===== src/rtl/alu_serial.sv =====
// Digit-serial ALU (ADD/INC/NEG/SUB) processing SLICE bits per clock with valid/ready on both sides.
// Optional signed-overflow flag port v_flag is built only when ALU_SERIAL_OVF_EN is defined.
module alu_serial #(
    parameter int WIDTH = 16,
    parameter int SLICE = 4
) (
    input  logic             clk,
    input  logic             rst_n,
    input  logic             in_valid,
    output logic             in_ready,
    input  logic [1:0]       op,
    input  logic [WIDTH-1:0] a,
    input  logic [WIDTH-1:0] b,
    output logic             out_valid,
    input  logic             out_ready,
    output logic [WIDTH-1:0] result,
    output logic             z_flag,
    output logic             n_flag,
    output logic             c_flag,
    output logic [1:0]       o_dbg_state
`ifdef ALU_SERIAL_OVF_EN
    ,
    output logic             v_flag
`endif
);

    localparam int NS = WIDTH / SLICE;
    localparam int CW = (NS > 1) ? $clog2(NS) : 1;
    localparam logic [CW-1:0] LAST = CW'(NS - 1);

    generate
        if ((WIDTH < 2) || (SLICE < 1) || (WIDTH % SLICE != 0)) begin : g_bad_params
            $error("alu_serial: WIDTH must be >= 2 and a multiple of SLICE");
        end
    endgenerate

    // Handshake: a transfer happens on any rising edge where valid && ready are both 1;
    // the source holds its data stable until then, the sink never drops a presented item.
    typedef enum logic [1:0] {
        S_IDLE = 2'd0,
        S_BUSY = 2'd1,
        S_DONE = 2'd2
    } state_t;

    state_t           r_state;
    state_t           w_state_nxt;
    logic             w_accept;
    logic             w_step;

    logic [WIDTH-1:0] r_x;
    logic [WIDTH-1:0] r_y;
    logic             r_carry;
    logic [CW-1:0]    r_cnt;
    logic             r_zacc;

    logic [WIDTH-1:0] w_x_in;
    logic [WIDTH-1:0] w_y_in;
    logic             w_cin;
    logic [SLICE-1:0] w_xs;
    logic [SLICE-1:0] w_ys;
    logic [SLICE:0]   w_add;
    logic [SLICE-1:0] w_sum;
    logic             w_cout;
    logic             w_slice_zero;
    logic             w_last;
    logic [WIDTH-1:0] w_res_next;

    always_ff @(posedge clk or negedge rst_n) begin
        if (!rst_n) begin
            r_state <= S_IDLE;
        end else begin
            r_state <= w_state_nxt;
        end
    end

    always_comb begin
        w_state_nxt = r_state;
        w_accept    = 1'b0;
        w_step      = 1'b0;
        case (r_state)
            S_IDLE: begin
                if (in_valid) begin
                    w_accept    = 1'b1;
                    w_state_nxt = S_BUSY;
                end
            end
            S_BUSY: begin
                w_step = 1'b1;
                if (w_last) begin
                    w_state_nxt = S_DONE;
                end
            end
            S_DONE: begin
                if (out_ready) begin
                    w_state_nxt = S_IDLE;
                end
            end
            default: begin
                w_state_nxt = S_IDLE;
            end
        endcase
    end

    // Every op is folded into X + Y + cin so a single slice adder covers all four.
    always_comb begin
        w_x_in = a;
        w_y_in = b;
        w_cin  = 1'b0;
        case (op)
            2'b00: begin
                w_x_in = a;
                w_y_in = b;
                w_cin  = 1'b0;
            end
            2'b01: begin
                w_x_in = '0;
                w_y_in = b;
                w_cin  = 1'b1;
            end
            2'b10: begin
                w_x_in = ~a;
                w_y_in = '0;
                w_cin  = 1'b1;
            end
            default: begin
                w_x_in = ~a;
                w_y_in = b;
                w_cin  = 1'b1;
            end
        endcase
    end

    assign w_xs         = r_x[SLICE-1:0];
    assign w_ys         = r_y[SLICE-1:0];
    assign w_add        = {1'b0, w_xs} + {1'b0, w_ys} + {{SLICE{1'b0}}, r_carry};
    assign w_sum        = w_add[SLICE-1:0];
    assign w_cout       = w_add[SLICE];
    assign w_slice_zero = (w_sum == '0);
    assign w_last       = (r_cnt == LAST);

    // Result fills from the top: after NS shifts slice 0 sits in the LSBs.
    generate
        if (SLICE == WIDTH) begin : g_res_full
            assign w_res_next = w_sum;
        end else begin : g_res_shift
            assign w_res_next = {w_sum, result[WIDTH-1:SLICE]};
        end
    endgenerate

    always_ff @(posedge clk or negedge rst_n) begin
        if (!rst_n) begin
            r_x     <= '0;
            r_y     <= '0;
            r_carry <= 1'b0;
            r_cnt   <= '0;
            r_zacc  <= 1'b0;
            result  <= '0;
            z_flag  <= 1'b0;
            n_flag  <= 1'b0;
            c_flag  <= 1'b0;
        end else if (w_accept) begin
            r_x     <= w_x_in;
            r_y     <= w_y_in;
            r_carry <= w_cin;
            r_cnt   <= '0;
            r_zacc  <= 1'b1;
        end else if (w_step) begin
            r_x     <= r_x >> SLICE;
            r_y     <= r_y >> SLICE;
            r_carry <= w_cout;
            r_cnt   <= r_cnt + CW'(1);
            r_zacc  <= r_zacc & w_slice_zero;
            result  <= w_res_next;
            if (w_last) begin
                c_flag <= w_cout;
                z_flag <= r_zacc & w_slice_zero;
                n_flag <= w_sum[SLICE-1];
            end
        end
    end

`ifdef ALU_SERIAL_OVF_EN
    // Carry into the MSB recovered from the MSB sum bit: cin_msb = x ^ y ^ sum.
    logic w_cin_msb;
    assign w_cin_msb = w_xs[SLICE-1] ^ w_ys[SLICE-1] ^ w_sum[SLICE-1];

    always_ff @(posedge clk or negedge rst_n) begin
        if (!rst_n) begin
            v_flag <= 1'b0;
        end else if (w_step && w_last) begin
            v_flag <= w_cin_msb ^ w_cout;
        end
    end
`endif

    assign in_ready    = (r_state == S_IDLE);
    assign out_valid   = (r_state == S_DONE);
    assign o_dbg_state = r_state;

endmodule


===== config.mk =====
export PLATFORM = sky130hd
export DESIGN_NAME = alu_serial
export DESIGN_NICKNAME = d
export VERILOG_FILES = /design/src/rtl/alu_serial.sv
export SDC_FILE = /design/constraint.sdc
export NUM_CORES = 1
export LEC_CHECK = 0
export CORE_UTILIZATION = 54
export DETAILED_ROUTE_END_ITERATION = 7
export GPL_ROUTABILITY_DRIVEN = 0
export PLACE_DENSITY = 0.85
export SYNTH_ARGS = -nofsm -noshare
export SYNTH_HDL_FRONTEND = slang
export SYNTH_SLANG_ARGS = --single-unit

===== constraint.sdc =====
create_clock -name clk -period 3.4 [get_ports clk]
set_clock_uncertainty 0.1 [all_clocks]
set_input_delay 0.68 -clock clk [delete_from_list [all_inputs] [get_ports clk]]
set_output_delay 0.68 -clock clk [all_outputs]
set_load 0.05 [all_outputs]

After elaboration in Yosys (flattened, before gate mapping) --
Cells that the tools add are included.
Storage, ports and cells: word-level logic and storage cells 51, output and inout bits 23, input port bits 38, register bits 57
Operators by class: bitwise gates (word level) 3, muxes and demuxes 20, eq/ne operators 8, reductions and logical operators 7, $add $sub $neg 3
Operators with widths (count):
- two-way mux 16 bit | 5
- case mux 16 bit (2 select lines) | 1
- NOT 16 bit | 1
- two-way mux 2 bit | 5
- two-way mux 1 bit | 8
- == test 2 bit (second input constant) | 3
- case mux 2 bit (3 select lines) | 1
- AND reduction 3 bit | 2
- adder 4 x 4 -> 5 bit | 1
- adder 5 x 1 -> 5 bit | 1
- == test 2 x 1 -> 1 bit (second input constant) | 2
- zero test 2 bit | 2
- zero test 4 bit | 1
- != test 2 bit (second input constant) | 2
- adder 2 x 1 -> 2 bit (second input constant) | 1
- != test 2 x 1 -> 1 bit (second input constant) | 1
- AND reduction 2 bit | 1
- nonzero test 2 bit | 1
- bitwise AND 1 bit | 1
- NOT 1 bit | 1

Longest topological paths before layout --
Gate-level depths: netlist of run 1.
word-level depth 6, mapped depth 7, gate-level depth less buffers 7

Worst setup path before layout of run 1 --
No wires, ideal clock.
kind register to output, from register r_state[0] (netlist: o_dbg_state[0]), to output port in_ready, cell stages (with the launch flop) 3, arrival 1.523 ns, path slack 1.097 ns, required time 2.620 ns, path buffers 1, cells stage by stage dfrtp_1 buf_4 nor2_1
On the way: longest elaborated chain between the ends 1
RTL lines:
- from (decl) | line 45 | state_t r_state;
- from (signal assigned) | line 72 | r_state <= w_state_nxt;
- zero test 2 bit | line 196 | assign in_ready = (r_state == S_IDLE);
- to (decl) | line 10 | output logic in_ready,
No other way between the ends.

Worst setup path in the final report of run 1 --
from register r_state[0] (netlist: o_dbg_state[0]), to output port out_valid
On the way: longest elaborated chain between the ends 1
RTL lines:
- == test 2 bit | line 197 | assign out_valid = (r_state == S_DONE);
- to (decl) | line 14 | output logic out_valid,
No other way between the ends.

==> flow_metrics.env, run 1 <==
export IMPL_clkSlewWorstSetupHoldPaths_ns=0.06
export IMPL_cts_setup_buffers=0
export IMPL_die_area_sq_mm=0.00532
export IMPL_tightest_slew_ns=1.15
export IMPL_drc=0
export IMPL_rows=25
export IMPL_grt_pass1_wl_um=9690
export IMPL_fmax_ghz=0.357
export IMPL_synth_seq_cells=57
export IMPL_synth_edff_count=0
export IMPL_clk_latency_ns=0.33
export IMPL_die_h_um=73.0
export IMPL_worstSetupEndpointType="primary output"
export IMPL_area_growth_pct=29.4
export IMPL_leakage_nw=1.58
export IMPL_synth_avg_cell_area_sq_um=9.75
export IMPL_fin_cells=407
export IMPL_max_vdd_ir_drop_v=0.000408
export IMPL_syn_nets=323
export IMPL_ctsResizeCount=0
export IMPL_cts_hold_buf=0
export IMPL_ant_nets=0
export IMPL_dp_hpwl_um=3850
export IMPL_core_region_area_sq_mm=0.00479
export IMPL_start_kind="register"
export IMPL_dr_first_iter_drc_count=129
export IMPL_holdCritPathClass="input pin to async pin"
export IMPL_seq_area_frac_synth_pct=52.5
export IMPL_critPathKind="register to primary output"
export IMPL_grt_usage_pct=24.5
export IMPL_vias=2200
export IMPL_cts_tree="yes"
export IMPL_critPathRequiredTime_ns=2.62
export IMPL_cts_max_level=3
export IMPL_setup_viol=0
export IMPL_antenna_cells=0
export IMPL_critPathMaxFanout=17
export IMPL_io_buffer_count=60
export IMPL_synth_area_sq_mm=0.00272
export IMPL_synth_cells=279
export IMPL_finalNetCount=381
export IMPL_hold_viol_final=0
export IMPL_yosysUniqueCellTypes=36
export IMPL_power_density_mw_per_mm2=966
export IMPL_cts_inserted_buffers=9
export IMPL_setup_tns_final_ns=0
export IMPL_synthArstFlopShare_pct=100
export IMPL_dp_cells=393
export IMPL_die_w_um=73.0
export IMPL_vias_per_cell=5.41
export IMPL_slew_headroom_pct=23.0
export IMPL_layout_min_cycle_time_ns=2.80
export IMPL_crit_family="buffers and inverters"
export IMPL_finalCritPeriodShare_pct=82.5
export IMPL_dr_pass1_iters=5
export IMPL_clock_path_buffers=2
export IMPL_antenna_found_initial=0
export IMPL_status="finished, final reports clean"
export IMPL_cpMaxStageDelayCell="clkdlybuf4s50_1"
export IMPL_io_pins=61
export IMPL_yosysWarnings=0
export IMPL_finalMaxSlewViolations=0
export IMPL_path_cells="nor2b_1, clkdlybuf4s50_1"
export IMPL_grt_overflow_total=0
export IMPL_cts_sinks=57
export IMPL_rsz0062_at_grt="false"
export IMPL_reg2reg_depth=7
export IMPL_drv_cap=0
export IMPL_root_buffer="clkbuf_8"
export IMPL_arrival_ns=2.02
export IMPL_wl_um=5680
export IMPL_worst_path_buf_inv=1
export IMPL_worstSetupPathDepth=2
export IMPL_power_mw=3.40
export IMPL_drive_above_1_share_pct=9.41
export IMPL_grt_pass1_vias=2156
export IMPL_initial_core_util_pct=56.8
export IMPL_synth_ff_type="dfrtp_1"
export IMPL_cpPeakStageDelay_ns=0.84
export IMPL_grt_max_degree=40
export IMPL_routedWlPerCell_um=14.0
synthesized netlist by cell type (4+ instances only):
| cell | number | area, sq um |
|---|---|---|
| a211oi_1 | 12 | 90.1 |
| a21oi_1 | 4 | 20.0 |
| a222oi_1 | 4 | 40.0 |
| a22o_1 | 4 | 35.0 |
| a22oi_2 | 6 | 75.1 |
| a31oi_1 | 12 | 75.1 |
| clkbuf_1 | 14 | 52.6 |
| dfrtp_1 | 57 | 1430 |
| ha_1 | 4 | 50.1 |
| inv_1 | 11 | 41.3 |
| mux2i_1 | 4 | 40.0 |
| nand2_1 | 80 | 300 |
| nand3_1 | 5 | 25.0 |
| nor2b_1 | 14 | 87.6 |
| o21ai_0 | 12 | 60.1 |
| o21ai_2 | 6 | 52.6 |
worst register-to-register path, delay by kind of cell, from the launching register on:
kind / cells / cell delay, ns
xor+xnor: 1 / 0.21
simple gates: 1 / 0.15
fa+ha+maj: 2 / 0.89
compound gates: 2 / 0.35
buf+inv: 1 / 0.07
flops: 1 / 0.35
report_power, final:
part	leakage (nW)	switching, mW	internal [mW]
Sequential	0.737	0.196	0.955
Clock	0.0826	0.244	0.297
Combinational	0.764	1.10	0.604
Total	1.58	1.54	1.86
worst paths after layout:
| kind | slack, ns | startpoint | endpoint |
|---|---|---|---|
| worst max-delay path | 0.60 | o_dbg_state[0] | out_valid |
| worst min-delay path | 0.24 | rst_n | r_x[4] |
| worst max register to register | 1.18 | r_x[0] | r_zacc |
| worst min register to register | 0.37 | result[0] | result[0] |
| max in group asynchronous | 2.12 | rst_n | result[13] |
| min in group clk | 0.37 | result[0] | result[0] |
registers in the layout (all words and copies together) (netlist names):
| register | count |
|---|---|
| o_dbg_state | 2 |
| r_x | 16 |
| n_flag | 1 |
| c_flag | 1 |
| r_cnt | 2 |
| r_carry | 1 |
| result | 16 |
| r_zacc | 1 |
| r_y | 16 |
| z_flag | 1 |
cells by family after synthesis:
kind of cell,Yosys count,synth area share [%]
simple gates,109,17.4
compound gates,70,19.4
flops,57,52.5
buf+inv,30,4.92
fa+ha+maj,6,3.31
mux,4,1.47
xor+xnor,3,0.967
cell usage in the layout, fill, tap and decap left out, types with 2 or more instances in the layout:
cell type and instances:
nand2_1 80, clkdlybuf4s50_1 59, dfrtp_1 57, nor2b_1 14, o21ai_0 12, a211oi_1 12, a31oi_1 12, inv_1 11
clkbuf_8 11, a22oi_2 6, o21ai_2 6, buf_4 6, nand3_1 5, a222oi_1 4, a21oi_1 4, mux2i_1 4
a22o_1 4, ha_1 4, nor2_1 3, nand2b_1 3, clkbuf_1 3, xor2_1 2, a22oi_1 2, o21ai_1 2
fa_1 2
per-stage QoR:
stage                     setup WS, ns  utilization (%)  cell area (sq um)  hold WS [ns]
after global routing             0.464             73.5               3520         0.290
after global placement           0.799             70.1               3350         0.357
final                            0.595             73.5               3520         0.243
after CTS                        0.580             73.5               3520         0.250
after detailed placement         0.776             70.1               3350         0.370
after floorplan                   1.10                -               2720         0.284
layer usage:
metal | vias up | track usage, % | routed length [um]
met5 | - | 0 | 0
met4 | 0 | 11.3 | 75
met3 | 6 | 7.18 | 219
met2 | 59 | 39.1 | 2840
met1 | 1060 | 30.8 | 2540
li1 | 1075 | - | -
layout make-up:
cell class | instances | area (sq um)
clock buffer | 14 | 163
multi-input combinational | 192 | 1160
tap | 67 | 83.8
sequential | 57 | 1430
inverter | 11 | 41.3
fill | 397 | 1270
timing repair buffer | 66 | 641
(Power assumes the default switching activity.)
==> inputs of run 2 (changes only) <==
Settings changed: CORE_UTILIZATION 54 to 45, PLACE_DENSITY 0.85 to 0.75.
Clock period 3.4 ns to 2.3 ns, I/O delays scaled along.
==> run 2 against run 1 <==
Effect of this change:
- hold slack got worse by 0.23 ns
- critical path type unchanged
- global-route usage decreased by 3.5 points
- register-to-register slack got worse by 1.0 ns
- power increased by 58%
- combinational power increased by 58%
- critical path depth decreased by 1
- sequential power increased by 44%
- die area increased by 19%
==> flow_metrics.env, run 2 (synthesized netlist as in run 1, its figures left out) <==
export IMPL_status="finished, final reports clean"
export IMPL_crit_family="buffers and inverters"
export IMPL_dp_cells=404
export IMPL_hold_viol_final=0
export IMPL_grt_overflow_total=0
export IMPL_dp_hpwl_um=3990
export IMPL_rsz0062_at_grt="false"
export IMPL_multi_input_area_sq_mm=0.00117
export IMPL_met2_usage_pct=33.3
export IMPL_grt_pass1_vias=2156
export IMPL_setup_viol=0
export IMPL_antenna_found_initial=0
export IMPL_wl_um=5780
export IMPL_fillers=481
export IMPL_cts_inserted_buffers=9
export IMPL_cpMaxStageDelayCell="clkdlybuf4s50_1"
export IMPL_clk_latency_ns=0.33
export IMPL_initial_core_util_pct=47.9
export IMPL_grt_usage_pct=21.0
export IMPL_cts_sinks=57
export IMPL_cts_max_level=3
export IMPL_fin_cells=419
export IMPL_clock_path_buffers=2
export IMPL_critPathRequiredTime_ns=1.74
export IMPL_setup_tns_final_ns=0
export IMPL_drc=0
export IMPL_grt_max_degree=58
export IMPL_grt_pass1_wl_um=10100
export IMPL_root_buffer="clkbuf_8"
export IMPL_finalNetCount=387
export IMPL_critPathKind="register to primary output"
export IMPL_io_buffer_count=60
export IMPL_layout_min_cycle_time_ns=2.23
export IMPL_ant_nets=0
export IMPL_slew_headroom_pct=66.1
export IMPL_cpPeakStageDelay_ns=0.86
export IMPL_worst_path_buf_inv=1
export IMPL_max_vdd_ir_drop_v=0.000902
export IMPL_finalMaxSlewViolations=0
export IMPL_die_area_sq_mm=0.00636
export IMPL_clkSlewWorstSetupHoldPaths_ns=0.06
export IMPL_area_growth_pct=35.2
export IMPL_path_cells="clkdlybuf4s50_1"
export IMPL_arrival_ns=1.67
export IMPL_met3_usage_pct=4.57
export IMPL_cts_hold_buf=0
export IMPL_drv_cap=0
export IMPL_final_cell_mix="nand2_1 (80), dfrtp_1 (57), clkdlybuf4s50_1 (56)"
export IMPL_tightest_slew_ns=0.507
export IMPL_routedWlPerCell_um=13.8
export IMPL_reg_top3="r_x x16, r_y x16, result x16"
export IMPL_vias=2256
export IMPL_power_density_mw_per_mm2=1460
export IMPL_rows=27
export IMPL_cts_tree="yes"
export IMPL_use_met1_pct=27.6
export IMPL_vias_per_cell=5.38
export IMPL_die_h_um=79.7
export IMPL_worstSetupEndpointType="primary output"
export IMPL_regArea_sq_mm=0.00143
export IMPL_busiest_layer="met2"
export IMPL_antenna_cells=0
export IMPL_dr_first_iter_drc_count=85
export IMPL_holdWs_ns=0.0148
export IMPL_die_w_um=79.7
export IMPL_io_pins=61
export IMPL_finalCritPeriodShare_pct=97.2
export IMPL_leakage_nw=1.66
export IMPL_drive_above_1_share_pct=13.5
export IMPL_core_region_area_sq_mm=0.00568
export IMPL_critPathMaxFanout=8
export IMPL_start_kind="register"
export IMPL_final_common_cell="nand2_1"
export IMPL_dr_pass1_iters=4
export IMPL_holdCritPathClass="input pin to async pin"
export IMPL_fmax_ghz=0.447
## run 2: changes by cell type in the layout (fill, tap and decap cells not counted)
cell             delta
xor2_1              -1
clkbuf_1            -3
clkinvlp_4          +2
buf_12              +4
fa_2                +1
xor2_2              +1
clkinv_2            +1
clkbuf_8            -1
buf_4               +5
clkdlybuf4s50_1     -3
bufinv_16           +2
fa_1                -1
## run 2: metrics by stage
| step | util, % | cell area, sq um | power, mW | setup slack, ns |
|---|---|---|---|---|
| after floorplan | - | 2720 | 3.49 | 0.217 |
| after global placement | 60.8 | 3450 | 4.28 | 0.149 |
| after detailed placement | 60.8 | 3450 | 4.37 | 0.0788 |
| after CTS | 64.6 | 3670 | 5.41 | 0.0411 |
| after global routing | 64.8 | 3680 | 5.78 | 0.0149 |
| final | 64.8 | 3680 | 5.38 | 0.0651 |
## run 2: final cells by class
class | count | area share [%]
sequential | 57 | 38.8
multi-input combinational | 192 | 31.9
timing repair buffer | 72 | 19.8
clock buffer | 10 | 3.74
tap | 72 | 2.45
clock inverter | 5 | 2.18
inverter | 11 | 1.12
## run 2: repair_timing
| item | 4_1_cts | 5_1_grt |
|---|---|---|
| setup buffers | 0 | 0 |
| resized for setup | 0 | 2 |
| setup endpoints to repair | 0 | 1 |
| hold endpoints to repair | 0 | 0 |
## run 2: power by group
part	internal, mW	switching (mW)
clock	0.631	0.396
sequential	1.41	0.249
combinational	0.993	1.70
## run 2: layer usage
| metal | up-vias | routed length [um] |
|---|---|---|
| met5 | - | 0 |
| met4 | 0 | 102 |
| met3 | 9 | 252 |
| met2 | 62 | 2820 |
| met1 | 1092 | 2610 |
| li1 | 1093 | - |
## run 2: path summary, 6_finish.rpt
kind	start	to	slack (ns)	depth (start not counted)
setup / recovery	o_dbg_state[1]	o_dbg_state[1]	0.07	1
hold / removal	rst_n	result[2]	0.01	2
setup reg to reg	r_x[0]	r_zacc	0.17	7
hold reg to reg	result[3]	result[3]	0.37	2
max in group asynchronous	rst_n	n_flag	1.82	2
min in group clk	result[3]	result[3]	0.37	2
